<file path="src/rtl/scan_decoder_pkg.sv">
// Shared state encodings and the one-hot helper for the scan decoder.
package scan_decoder_pkg;

  typedef logic [1:0] state_t;

  localparam state_t ST_IDLE = 2'd0;
  localparam state_t ST_HOLD = 2'd1;
  localparam state_t ST_SCAN = 2'd2;

  // Widest one-hot vector the helper can build; callers truncate to their width.
  localparam int ONEHOT_MAX_W = 64;

  // Zero-extended one-hot of idx; all zero when idx falls outside [0, width).
  function automatic logic [ONEHOT_MAX_W-1:0] onehot(input int idx, input int width);
    logic [ONEHOT_MAX_W-1:0] one;
    one = '0;
    one[0] = 1'b1;
    if (idx >= 0 && idx < width && idx < ONEHOT_MAX_W) return one << idx;
    return '0;
  endfunction

endpackage

</file>
<file path="src/rtl/scan_decoder_dwell.sv">
// Dwell counter for scan mode: loads a reload value, counts down while enabled,
// pulses expire at zero and reloads on that same edge.
module scan_dwell_timer #(
  parameter int DWELL_W = 8
) (
  input  logic               clk,
  input  logic               rst,
  input  logic               clear,
  input  logic               load,
  input  logic [DWELL_W-1:0] reload,
  input  logic               enable,
  output logic               expire
);

  logic [DWELL_W-1:0] reload_q;
  logic [DWELL_W-1:0] count;

  assign expire = enable && (count == '0);

  always_ff @(posedge clk or posedge rst) begin
    if (rst) begin
      reload_q <= '0;
      count    <= '0;
    end else if (clear) begin
      count <= '0;
    end else if (load) begin
      reload_q <= reload;
      count    <= reload;
    end else if (enable) begin
      if (expire) count <= reload_q;
      else        count <= count - 1'b1;
    end
  end

endmodule

</file>
<file path="src/rtl/scan_decoder.sv">
// Registered binary-to-one-hot decoder with valid/ready input and a walking scan mode.
// Optional macro DEC_RANGE_CHECK_EN: drop out-of-range requests and pulse err instead.
module scan_decoder
  import scan_decoder_pkg::*;
#(
  parameter int SEL_W   = 3,
  parameter int OUT_W   = 8,
  parameter int DWELL_W = 8
) (
  input  logic               clk,
  input  logic               rst,
  input  logic               clear,
  input  logic               in_valid,
  output logic               in_ready,
  input  logic [SEL_W-1:0]   in_sel,
  input  logic               in_mode,
  input  logic [DWELL_W-1:0] in_dwell,
  input  logic               scan_stop,
  output logic [OUT_W-1:0]   out,
  output logic               out_valid,
  output logic               busy,
  output logic               wrap,
  output logic               err,
  output logic [1:0]         state
);

  localparam logic [SEL_W-1:0] LAST = SEL_W'(OUT_W - 1);

  // Handshake: in_ready depends only on state; a request is consumed on any
  // rising edge where in_valid and in_ready are both high.
  logic             accept;
  logic             take;
  logic             out_of_range;
  logic             expire;
  logic [SEL_W-1:0] idx;
  logic [SEL_W-1:0] next_idx;
  logic [SEL_W-1:0] start_idx;
  logic [OUT_W-1:0] oh_sel;
  logic [OUT_W-1:0] oh_start;
  logic [OUT_W-1:0] oh_next;

  assign in_ready     = (state != ST_SCAN);
  assign busy         = (state == ST_SCAN);
  assign accept       = in_valid && in_ready;
  assign out_of_range = (32'(in_sel) >= OUT_W);
  assign next_idx     = (idx == LAST) ? '0 : idx + 1'b1;
  assign start_idx    = out_of_range ? '0 : in_sel;
  assign oh_sel       = OUT_W'(onehot(int'(in_sel), OUT_W));
  assign oh_start     = OUT_W'(onehot(int'(start_idx), OUT_W));
  assign oh_next      = OUT_W'(onehot(int'(next_idx), OUT_W));

`ifdef DEC_RANGE_CHECK_EN
  assign take = accept && !out_of_range;

  always_ff @(posedge clk or posedge rst) begin
    if (rst)        err <= 1'b0;
    else if (clear) err <= 1'b0;
    else            err <= accept && out_of_range;
  end
`else
  assign take = accept;
  assign err  = 1'b0;
`endif

  scan_dwell_timer #(.DWELL_W(DWELL_W)) u_dwell (
    .clk    (clk),
    .rst    (rst),
    .clear  (clear),
    .load   (take && in_mode),
    .reload (in_dwell),
    .enable ((state == ST_SCAN) && !scan_stop),
    .expire (expire)
  );

  always_ff @(posedge clk or posedge rst) begin
    if (rst) begin
      state     <= ST_IDLE;
      idx       <= '0;
      out       <= '0;
      out_valid <= 1'b0;
      wrap      <= 1'b0;
    end else if (clear) begin
      state     <= ST_IDLE;
      out       <= '0;
      out_valid <= 1'b0;
      wrap      <= 1'b0;
    end else begin
      wrap <= 1'b0;
      if (state == ST_SCAN) begin
        // Stop freezes the current line; no advance on the stopping edge.
        if (scan_stop) begin
          state <= ST_HOLD;
        end else if (expire) begin
          idx  <= next_idx;
          out  <= oh_next;
          wrap <= (idx == LAST);
        end
      end else if (take) begin
        out_valid <= 1'b1;
        if (in_mode) begin
          state <= ST_SCAN;
          idx   <= start_idx;
          out   <= oh_start;
        end else begin
          state <= ST_HOLD;
          out   <= oh_sel;
        end
      end
    end
  end

endmodule

</file>
<file path="config.mk">
export PLATFORM = sky130hd
export DESIGN_NAME = scan_decoder
export DESIGN_NICKNAME = d
export VERILOG_FILES = /design/src/rtl/scan_decoder_pkg.sv /design/src/rtl/scan_decoder_dwell.sv /design/src/rtl/scan_decoder.sv
export SDC_FILE = /design/constraint.sdc
export NUM_CORES = 1
export LEC_CHECK = 0
export ABC_CLOCK_PERIOD_IN_PS = 2100
export CAP_MARGIN = 20
export CORE_MARGIN = 5
export CORE_UTILIZATION = 49
export CTS_BUF_LIST = sky130_fd_sc_hd__clkbuf_4
export DETAILED_ROUTE_END_ITERATION = 10
export PLACE_DENSITY = 0.86
export SYNTH_ARGS = -nofsm -noshare
export SYNTH_HDL_FRONTEND = slang
export SYNTH_SLANG_ARGS = --single-unit
</file>
<file path="constraint.sdc">
create_clock -name clk -period 2.1 [get_ports clk]
set_clock_uncertainty 0.2 [all_clocks]
set_input_delay 0.63 -clock clk [delete_from_list [all_inputs] [get_ports clk]]
set_output_delay 0.63 -clock clk [all_outputs]
set_load 0.05 [all_outputs]
</file>
==> metrics.yaml, run 1 <==
numCtsBuffers: 5
synthTopCellsByArea: "dfrtp_1 (45%), mux2_2 (12%), a21oi_1 (2.9%)"
cts_hold_buf: 0
grt_max_degree: 25
clockBufferDepth: 2
status: "completed"
die_w_um: 69.51
yosysTopAreaCellShare_pct: 44.70
crit_arrival_ns: 1.22
ys.flop_type: "dfrtp_1"
fin_nets: 233
final_util_pct: 71.72
antenna_found_initial: 0
power.density_mw_per_mm2: 776.4
htreeDepth: 2
critPathKind: "reg2out"
layout-drive-gt1-share_pct: 39.44
totalWireLength_um: 4265
async_flop_share_pct: 100.0
post-route-cell-area_mm2: 0.002431
layout_commonest_cell: "buf_4"
layout_common_cells: "buf_4 (33), dfrtp_1 (29), mux2_2 (16), clkdlybuf4s50_1 (13), a21oi_1 (10)"
r2r_slack_ns: 0.06
max_slew_margin_pct: 64.46
n_antenna_cell: 0
hold_class: "reg2reg"
power.total_w: 0.001888
drv_cap: 0
initialDrtViolationCount: 49
dpl.hpwl_um: 3350
syn_to_final_growth_pct: 40.09
firstDrtPassIters: 4
cts_sinks: 31
gp_routability_congestion: 0.8282
seq_area_frac_synth_pct: 44.70
insertion_delay_ns: 0.33
post-route-period-util_pct: 97.63
grt_pass1_vias: 1617
ys_seq_elements: 31
syn_nets: 176
tritoncts: "done"
fmax_ghz: 0.4877
leakagePower_nw: 1.116
drc_errors: 0
grt_pass1_wl_um: 7251
holdCritStartpoint: "u_dwell.reload_q[7]$_DFFE_PP0P_"
grt_usage_pct: 18.54
place_ws_ns: -0.4870
via_count: 1448
setup_viol: 0
dieArea_mm2: 0.004832
crit_start: "state[0]$_DFFE_PP0P_"
routedWlPerCell_um: 16.47
globalRoute.totalOverflow: 0
fin_crit_ns: 2.050
synth_cell_types: 44
placementRows: 21
io_buffers: 30
vdd_drop_max_v: 0.0004781
ant_nets: 0
synth_edf_count: 0
initial_utilization_pct: 51.20
core-area_mm2: 0.003390
syn_area_mm2: 0.001735
worstPathRequired_ns: 1.27
synth_top_area_cell: "dfrtp_1"
fillers: 252
dpl_cell_area_mm2: 0.002281
die_h_um: 69.51
cts.clk_slew.worst_paths_ns: 0.09
hold_viol: 0
worst_slew_pin_slew_ns: 0.5331
worstReg2RegStart: "u_dwell.count[0]$_DFFE_PP0P_"
finalMaxSlewViolations: 0
syn_area_per_cell_um2: 11.20
root_buffer: "clkbuf_4"
ys_warn_count: 0
worst_slack_ns: 0.04974
viasPerCell: 5.591
path_max_fanout: 4
io_pins: 32
endpoint_kind: "primary output"
cp-start-kind: "flip-flop"
postSynthCellCount: 155
-- synth_stat cells (2+ instances only) --
cell,count
a21oi_1,10
a22oi_1,6
buf_2,2
buf_4,2
dfrtp_1,31
ha_1,4
inv_1,8
mux2_2,18
mux2i_1,5
nand2_1,5
nand2b_1,3
nor2_1,6
nor3_1,2
nor3b_1,5
nor4_1,5
nor4b_1,3
o211ai_1,2
o21ai_0,9
o31ai_1,2
xnor2_1,2
xor2_1,2
-- final timing paths --
kind,to,depth (start not counted)
max in group asynchronous,idx[1]$_DFFE_PP0P_,3
setup / recovery,in_ready,3
hold / removal,u_dwell.reload_q[7]$_DFFE_PP0P_,1
hold reg to reg,u_dwell.reload_q[7]$_DFFE_PP0P_,1
min in group asynchronous,wrap$_DFF_PP0_,2
setup reg to reg,out[0]$_DFFE_PP0P_,6
-- sequential cells by signal, summed over array words and instances (netlist names) --
signal / cells
idx: 3
out: 8
out_valid: 1
state: 2
u_dwell.count: 8
u_dwell.reload_q: 8
wrap: 1
-- stage by stage --
step	hold WS, ns	TNS (ns)	std cells
floorplan	0.2800	-0.1449	155
finish	0.3200	0	259
CTS	0.3216	0	255
detailed placement	0.3000	-9.219	247
global route	0.3290	-0.004487	259
global placement	0.2909	-7.813	247
-- worst max-delay path, cell delays in order (launching register included) --
cell and delay, ns:
dfrtp_2 0.43, nand2b_4 0.19, buf_6 0.14, buf_12 0.14
-- repair_timing --
item	in CTS	in global routing
resized for setup	5	6
endpoints found under the setup margin	10	19
gates cloned	0	0
pin swaps	0	3
buffers inserted	0	4
-- per-layer routing --
metal,track usage (%),wire length (µm),vias up
li1,-,-,685
met1,19.93,1755,715
met2,33.90,2233,39
met3,6.087,221,9
met4,6.074,55,0
met5,0,0,-
-- cell families after synthesis --
kind of cell | Yosys count | share of synthesized area [%]
mux | 24 | 15.36
simple gates | 39 | 15.79
flops | 31 | 44.70
compound gates | 37 | 14.64
xor+xnor | 4 | 2.019
buf+inv | 15 | 4.398
other cells | 1 | 0.2161
fa+ha+maj | 4 | 2.884
-- cell type report --
cell class | instances | area [µm²] | share of cell area (%)
clock inverters | 3 | 38.79 | 1.595
multi-input cells | 109 | 930.9 | 38.29
flip-flops and latches | 31 | 778.2 | 32.01
repair buffers | 56 | 546.8 | 22.49
well taps | 46 | 57.56 | 2.367
inverters | 9 | 41.29 | 1.698
clock buffers | 5 | 37.54 | 1.544
-- where the power goes --
group	switching (W)	internal [W]	total, W
clock	0.000204	0.000245	0.000449
sequential	0.0000722	0.000682	0.000754
combinational	0.000347	0.000338	0.000685
total	0.000623	0.00126	0.00189
Power figures use the tool's default switching activity.
==> run 2, diff against run 1 <==
Settings changed: CORE_ASPECT_RATIO set to 0.6, PLACE_DENSITY 0.86 to 0.85, SYNTH_HIERARCHICAL set to 1.
==> metrics.yaml, run 2 <==
combPwrFrac_pct: 37.3
ys.flop_type: "dfrtp_1"
setup_viol: 14
r2r_cells: 7
seqPwrFrac_pct: 41.9
ys_warn_count: 6
hold_path_end: "u_dwell/reload_q[6]$_DFFE_PP0P_"
grt_pass1_wl_um: 9135
synth_edf_count: 0
root_buffer: "clkbuf_4"
n_antenna_cell: 0
internal_power_w: 0.001101
use_met1_pct: 33.21
swShare_pct: 36.34
io_pins: 32
drc_errors: 0
dpl_cell_area_mm2: 0.002394
crit_arrival_ns: 2.47
grt_usage_pct: 24.23
layout_common_cells: "buf_4 (54), dfrtp_1 (29), nor2_1 (16), clkdlybuf4s50_1 (15), a21oi_1 (13)"
vdd_drop_max_v: 0.0003999
clockPowerShare_pct: 20.8
post-route-period-util_pct: 116.2
syn_nets: 199
numCtsBuffers: 5
clockBufferDepth: 2
ys_seq_elements: 31
syn_area_mm2: 0.001773
grt_use_met2_pct: 37.34
fmax_ghz: 0.4098
layout-drive-gt1-share_pct: 39.37
seq_area_frac_synth_pct: 43.75
fillers: 191
met3_usage_pct: 6.287
viasPerCell: 6.271
die_w_um: 87.66
hold_class: "reg2reg"
worst_slack_ns: -0.3403
finalMaxSlewViolations: 0
power.density_mw_per_mm2: 661.2
worstReg2RegStart: "u_dwell/count[4]$_DFFE_PP0P_"
tritoncts: "done"
firstDrtPassIters: 5
cp-start-kind: "flip-flop"
initial_utilization_pct: 52.72
r2r_slack_ns: -0.34
htreeDepth: 2
grt_busiest_layer: "met2"
post-route-cell-area_mm2: 0.002616
gp_routability_congestion: 0.9193
path_max_fanout: 2
grt_pass1_vias: 1788
whs_path_depth: 1
synth.most_common_cell: "dfrtp_1"
endpoint_kind: "flip-flop"
fin_nets: 274
dieArea_mm2: 0.004961
reg2reg_to: "idx[0]$_DFFE_PP0P_"
cts_hold_buf: 0
initialDrtViolationCount: 254
worstPathRequired_ns: 2.13
syn_to_final_growth_pct: 47.57
p_sw_w: 0.0006287
holdCritStartpoint: "u_dwell/reload_q[6]$_DFFE_PP0P_"
dpl.hpwl_um: 4156
syn_area_per_cell_um2: 9.960
totalWireLength_um: 6147
io_buffers: 30
synth_top_area_cell: "dfrtp_1"
insertion_delay_ns: 0.35
final_util_pct: 77.79
status: "finished, violations left"
antenna_found_initial: 0
hold_viol: 0
grt_max_degree: 17
drv_cap: 0
async_flop_share_pct: 100.0
violations: "setup timing"
routedWlPerCell_um: 20.56
via_count: 1875
reg.largest.list: "out: 8 flops, u_dwell/count: 8 flops, u_dwell/reload_q: 8 flops"
cts.clk_slew.worst_paths_ns: 0.12
synth.top_cells.by_count: "dfrtp_1 (31), nor2_1 (19), a21oi_1 (14)"
yosysTopAreaCellShare_pct: 43.75
placementRows: 16
fin_crit_ns: 2.440
synth_cell_types: 49
layout_commonest_cell: "buf_4"
synthTopCellsByArea: "dfrtp_1 (44%), mux2_2 (5.1%), nor2_1 (4.0%)"
die_h_um: 56.60
critPathKind: "reg2reg"
grt_setup_unrepaired: "yes"
leakagePower_nw: 1.190
globalRoute.totalOverflow: 0
core-area_mm2: 0.003363
cts_sinks: 31
postSynthCellCount: 178
ant_nets: 0
-- run 2: cell count changes after synthesis, sizes merged, moves of 4 or more --
cell    change
nor2       +13
mux2        -9
a32o        +7
nor4        -5
o32ai       +5
a21oi       +4
clkbuf      +4
nand3b      +4
-- run 2: worst max-delay path by stage --
stage | slack [ns] | from | to
after floorplan | -0.57 | state[0]$_DFFE_PP0P_ | idx[0]$_DFFE_PP0P_
after global placement | -0.71 | scan_stop | idx[0]$_DFFE_PP0P_
after detailed placement | -0.82 | scan_stop | idx[1]$_DFFE_PP0P_
after CTS | -0.36 | u_dwell/count[4]$_DFFE_PP0P_ | idx[0]$_DFFE_PP0P_
after global routing | -0.40 | u_dwell/count[4]$_DFFE_PP0P_ | idx[0]$_DFFE_PP0P_
final | -0.34 | u_dwell/count[4]$_DFFE_PP0P_ | idx[0]$_DFFE_PP0P_
-- run 2: layout make-up --
class	instances	area, µm²	area share [%]
flip-flops and latches	31	778.2	29.75
inverters	12	52.55	2.009
clock buffers	5	37.54	1.435
multi-input cells	124	963.4	36.82
well taps	45	56.30	2.152
repair buffers	79	708.2	27.07
clock inverters	3	20.02	0.7652
-- run 2: cell families (layout without fill, tap and decap cells) --
group                      after synthesis  after routing  synth area share (%)
adders and majority gates                4              4                 2.823
buffers and inverters                   23             99                 6.704
and+or+nand+nor                         53             53                 17.15
muxes                                   12             12                 7.622
AOI/OAI and AO/OA                       52             52                 20.75
xor gates and xnor gates                 2              2                0.9882
other                                    1              1                0.2115
DFF                                     31             31                 43.75
-- run 2: routing by layer --
layer | part of all wire [%] | vias to the layer above | wire length (µm)
met1 | 42 | 897 | 2561
met4 | 3.2 | 0 | 197
met3 | 9.2 | 26 | 568
li1 | - | 817 | -
met5 | 0 | - | 0
met2 | 46 | 135 | 2819
-- run 2: repair_timing --
action	4_1_cts	5_1_grt
gates resized for setup	12	10
buffers inserted	6	5
endpoints found under the setup margin	14	18
pin swaps	4	4
-- run 2: stage by stage --
| step | hold slack, ns | total power, W | setup slack [ns] | setup TNS (ns) | cells |
|---|---|---|---|---|---|
| 2_1_floorplan | 0.2587 | 0.001068 | -0.5667 | -6.368 | 178 |
| 3_3_place_gp | 0.2787 | 0.001254 | -0.7104 | -10.39 | 281 |
| 3_5_place_dp | 0.3006 | 0.001293 | -0.8250 | -12.54 | 281 |
| 4_1_cts | 0.3237 | 0.001667 | -0.3558 | -2.804 | 295 |
| 5_1_grt | 0.3420 | 0.001794 | -0.4047 | -3.446 | 299 |
| 6_report | 0.3265 | 0.001730 | -0.3403 | -2.634 | 299 |
-- run 2: power by group through the flow --
stage,registers [W],clock network [W],logic (W)
after floorplan,0.000760,0,0.000308
after global placement,0.000722,0,0.000533
after detailed placement,0.000727,0,0.000566
after CTS,0.000718,0.000360,0.000589
after global routing,0.000727,0.000390,0.000677
final,0.000724,0.000360,0.000645
-- run 2: worst max-delay path: stages (launching register included) --
cell and delay [ns]:
dfrtp_1 0.40, or4_4 0.53, or2_4 0.27, clkinv_4 0.06, nand4bb_1 0.12, a21boi_4 0.17, a211o_1 0.26, mux2_4 0.31
==> run 3, diff against run 2 <==
Settings changed: CORE_ASPECT_RATIO 0.6 to not set.
==> metrics.yaml, run 3 (same netlist as run 2, synthesis figures left out) <==
gp_routability_congestion: 0.9019
hold_class: "reg2reg"
critPathKind: "reg2reg"
cp-start-kind: "flip-flop"
endpoint_kind: "flip-flop"
grt_pass1_vias: 1852
leakagePower_nw: 1.189
clockBufferDepth: 2
grt_usage_pct: 24.30
swShare_pct: 34.16
critPathTopFamily: "simple AND/OR/NAND/NOR gates"
r2r_slack_ns: -0.36
layout_common_cells: "buf_4 (56), dfrtp_1 (29), nor2_1 (15), clkdlybuf4s50_1 (15), a21oi_1 (13)"
cp_cell_sequence: "or4_4 > or2_4 > clkinv_4 > nand4bb_1 > a21boi_4 > a211o_1 > mux2_4"
power.density_mw_per_mm2: 661.9
violations: "setup timing"
tritoncts: "done"
cp_num_buf_inv: 1
layout_commonest_cell: "buf_4"
dpl.hpwl_um: 3650
syn_to_final_growth_pct: 46.65
globalRoute.totalOverflow: 0
n_antenna_cell: 0
numCtsBuffers: 5
p_sw_w: 0.0005879
drv_cap: 0
grt_max_degree: 17
via_count: 1846
layout-drive-gt1-share_pct: 38.98
root_buffer: "clkbuf_4"
hold-worst-slack_ns: 0.3195
combPwrFrac_pct: 37.0
clockPowerShare_pct: 21.4
wl_met1_um: 2195
critPathSlowestCell: "or4_4"
core-area_mm2: 0.003416
htreeDepth: 2
final_util_pct: 76.12
dieArea_mm2: 0.004921
drc_errors: 0
insertion_delay_ns: 0.35
initialDrtViolationCount: 243
crit_arrival_ns: 2.51
grt_pass1_wl_um: 9377
antenna_found_initial: 0
worst_slack_ns: -0.3592
place_ws_ns: -0.8311
setup_viol: 12
fmax_ghz: 0.4066
firstDrtPassIters: 5
io_buffers: 30
wl_met2_um: 2737
hold_viol: 0
cts_sinks: 31
routed-wl-met3_um: 510
viasPerCell: 6.153
internal_power_w: 0.001133
grt_setup_unrepaired: "yes"
routedWlPerCell_um: 18.65
fin_nets: 274
path_max_fanout: 2
die_w_um: 70.15
totalWireLength_um: 5595
reg.largest.list: "out: 8 flops, u_dwell/count: 8 flops, u_dwell/reload_q: 8 flops"
post-route-period-util_pct: 117.1
status: "finished, violations left"
fin_crit_ns: 2.459
slowest_delay_ns: 0.54
seqPwrFrac_pct: 41.6
finalMaxSlewViolations: 0
vdd_drop_max_v: 0.0004160
initial_utilization_pct: 51.90
worstPathRequired_ns: 2.15
ant_nets: 0
io_pins: 32
routed.top_layer: "met4"
placementRows: 21
cts.clk_slew.worst_paths_ns: 0.11
die_h_um: 70.15
run 3: cell types whose count changed in the layout (fill, tap and decap cells not counted), sizes merged:
cell,before,now
clkbuf,5,7
clkinvlp,2,0
run 3: per-layer routing:
metal	GRT usage (%)	vias to the layer above
li1	-	804
met5	0	-
met2	40.29	120
met1	29.47	902
met3	5.452	20
met4	12.34	0
run 3: metrics by stage:
step	cell area (µm²)	setup TNS, ns	power, W	instances
4_1_cts	2544	-2.650	0.001675	298
3_3_place_gp	2402	-10.50	0.001266	283
5_1_grt	2600	-3.393	0.001806	300
3_5_place_dp	2402	-12.92	0.001291	283
2_1_floorplan	1833	-6.368	0.001068	178
6_report	2600	-2.701	0.001721	300
run 3: worst register-to-register path, stage by stage, from the launching register on:
cell and delay (ns):
dfrtp_1 0.40, or4_4 0.54, or2_4 0.26, clkinv_4 0.05, nand4bb_1 0.13, a21boi_4 0.18
a211o_1 0.28, mux2_4 0.31
run 3: final timing paths:
path / startpoint / endpoint / cells past startpoint
setup / recovery: u_dwell/count[5]$_DFFE_PP0P_ / idx[0]$_DFFE_PP0P_ / 7
hold / removal: u_dwell/reload_q[1]$_DFFE_PP0P_ / u_dwell/reload_q[1]$_DFFE_PP0P_ / 1
min in group asynchronous: rst / idx[2]$_DFFE_PP0P_ / 3
setup reg to reg: u_dwell/count[5]$_DFFE_PP0P_ / idx[0]$_DFFE_PP0P_ / 7
hold reg to reg: u_dwell/reload_q[1]$_DFFE_PP0P_ / u_dwell/reload_q[1]$_DFFE_PP0P_ / 1
max in group asynchronous: rst / u_dwell/reload_q[6]$_DFFE_PP0P_ / 3
run 3: area by class of cell:
type | instances | area, µm²
inverters | 12 | 55.05
flip-flops and latches | 31 | 778.2
fillers | 217 | 815.8
well taps | 46 | 57.56
clock buffers | 7 | 52.55
repair buffers | 79 | 700.7
multi-input cells | 124 | 950.9
clock inverters | 1 | 5.005
run 3: timing repair:
action | in CTS | in global routing
pin swaps | 2 | 4
buffers inserted | 7 | 5
hold buffers | 0 | 0
gates resized for setup | 10 | 9
endpoints found under the setup margin | 14 | 16
run 3: power by group through the flow:
stage | clock network [W] | registers, W | logic (W)
after floorplan | 0 | 0.000760 | 0.000308
after global placement | 0 | 0.000721 | 0.000545
after detailed placement | 0 | 0.000724 | 0.000567
after CTS | 0.000370 | 0.000712 | 0.000592
after global routing | 0.000403 | 0.000724 | 0.000679
final | 0.000368 | 0.000716 | 0.000637
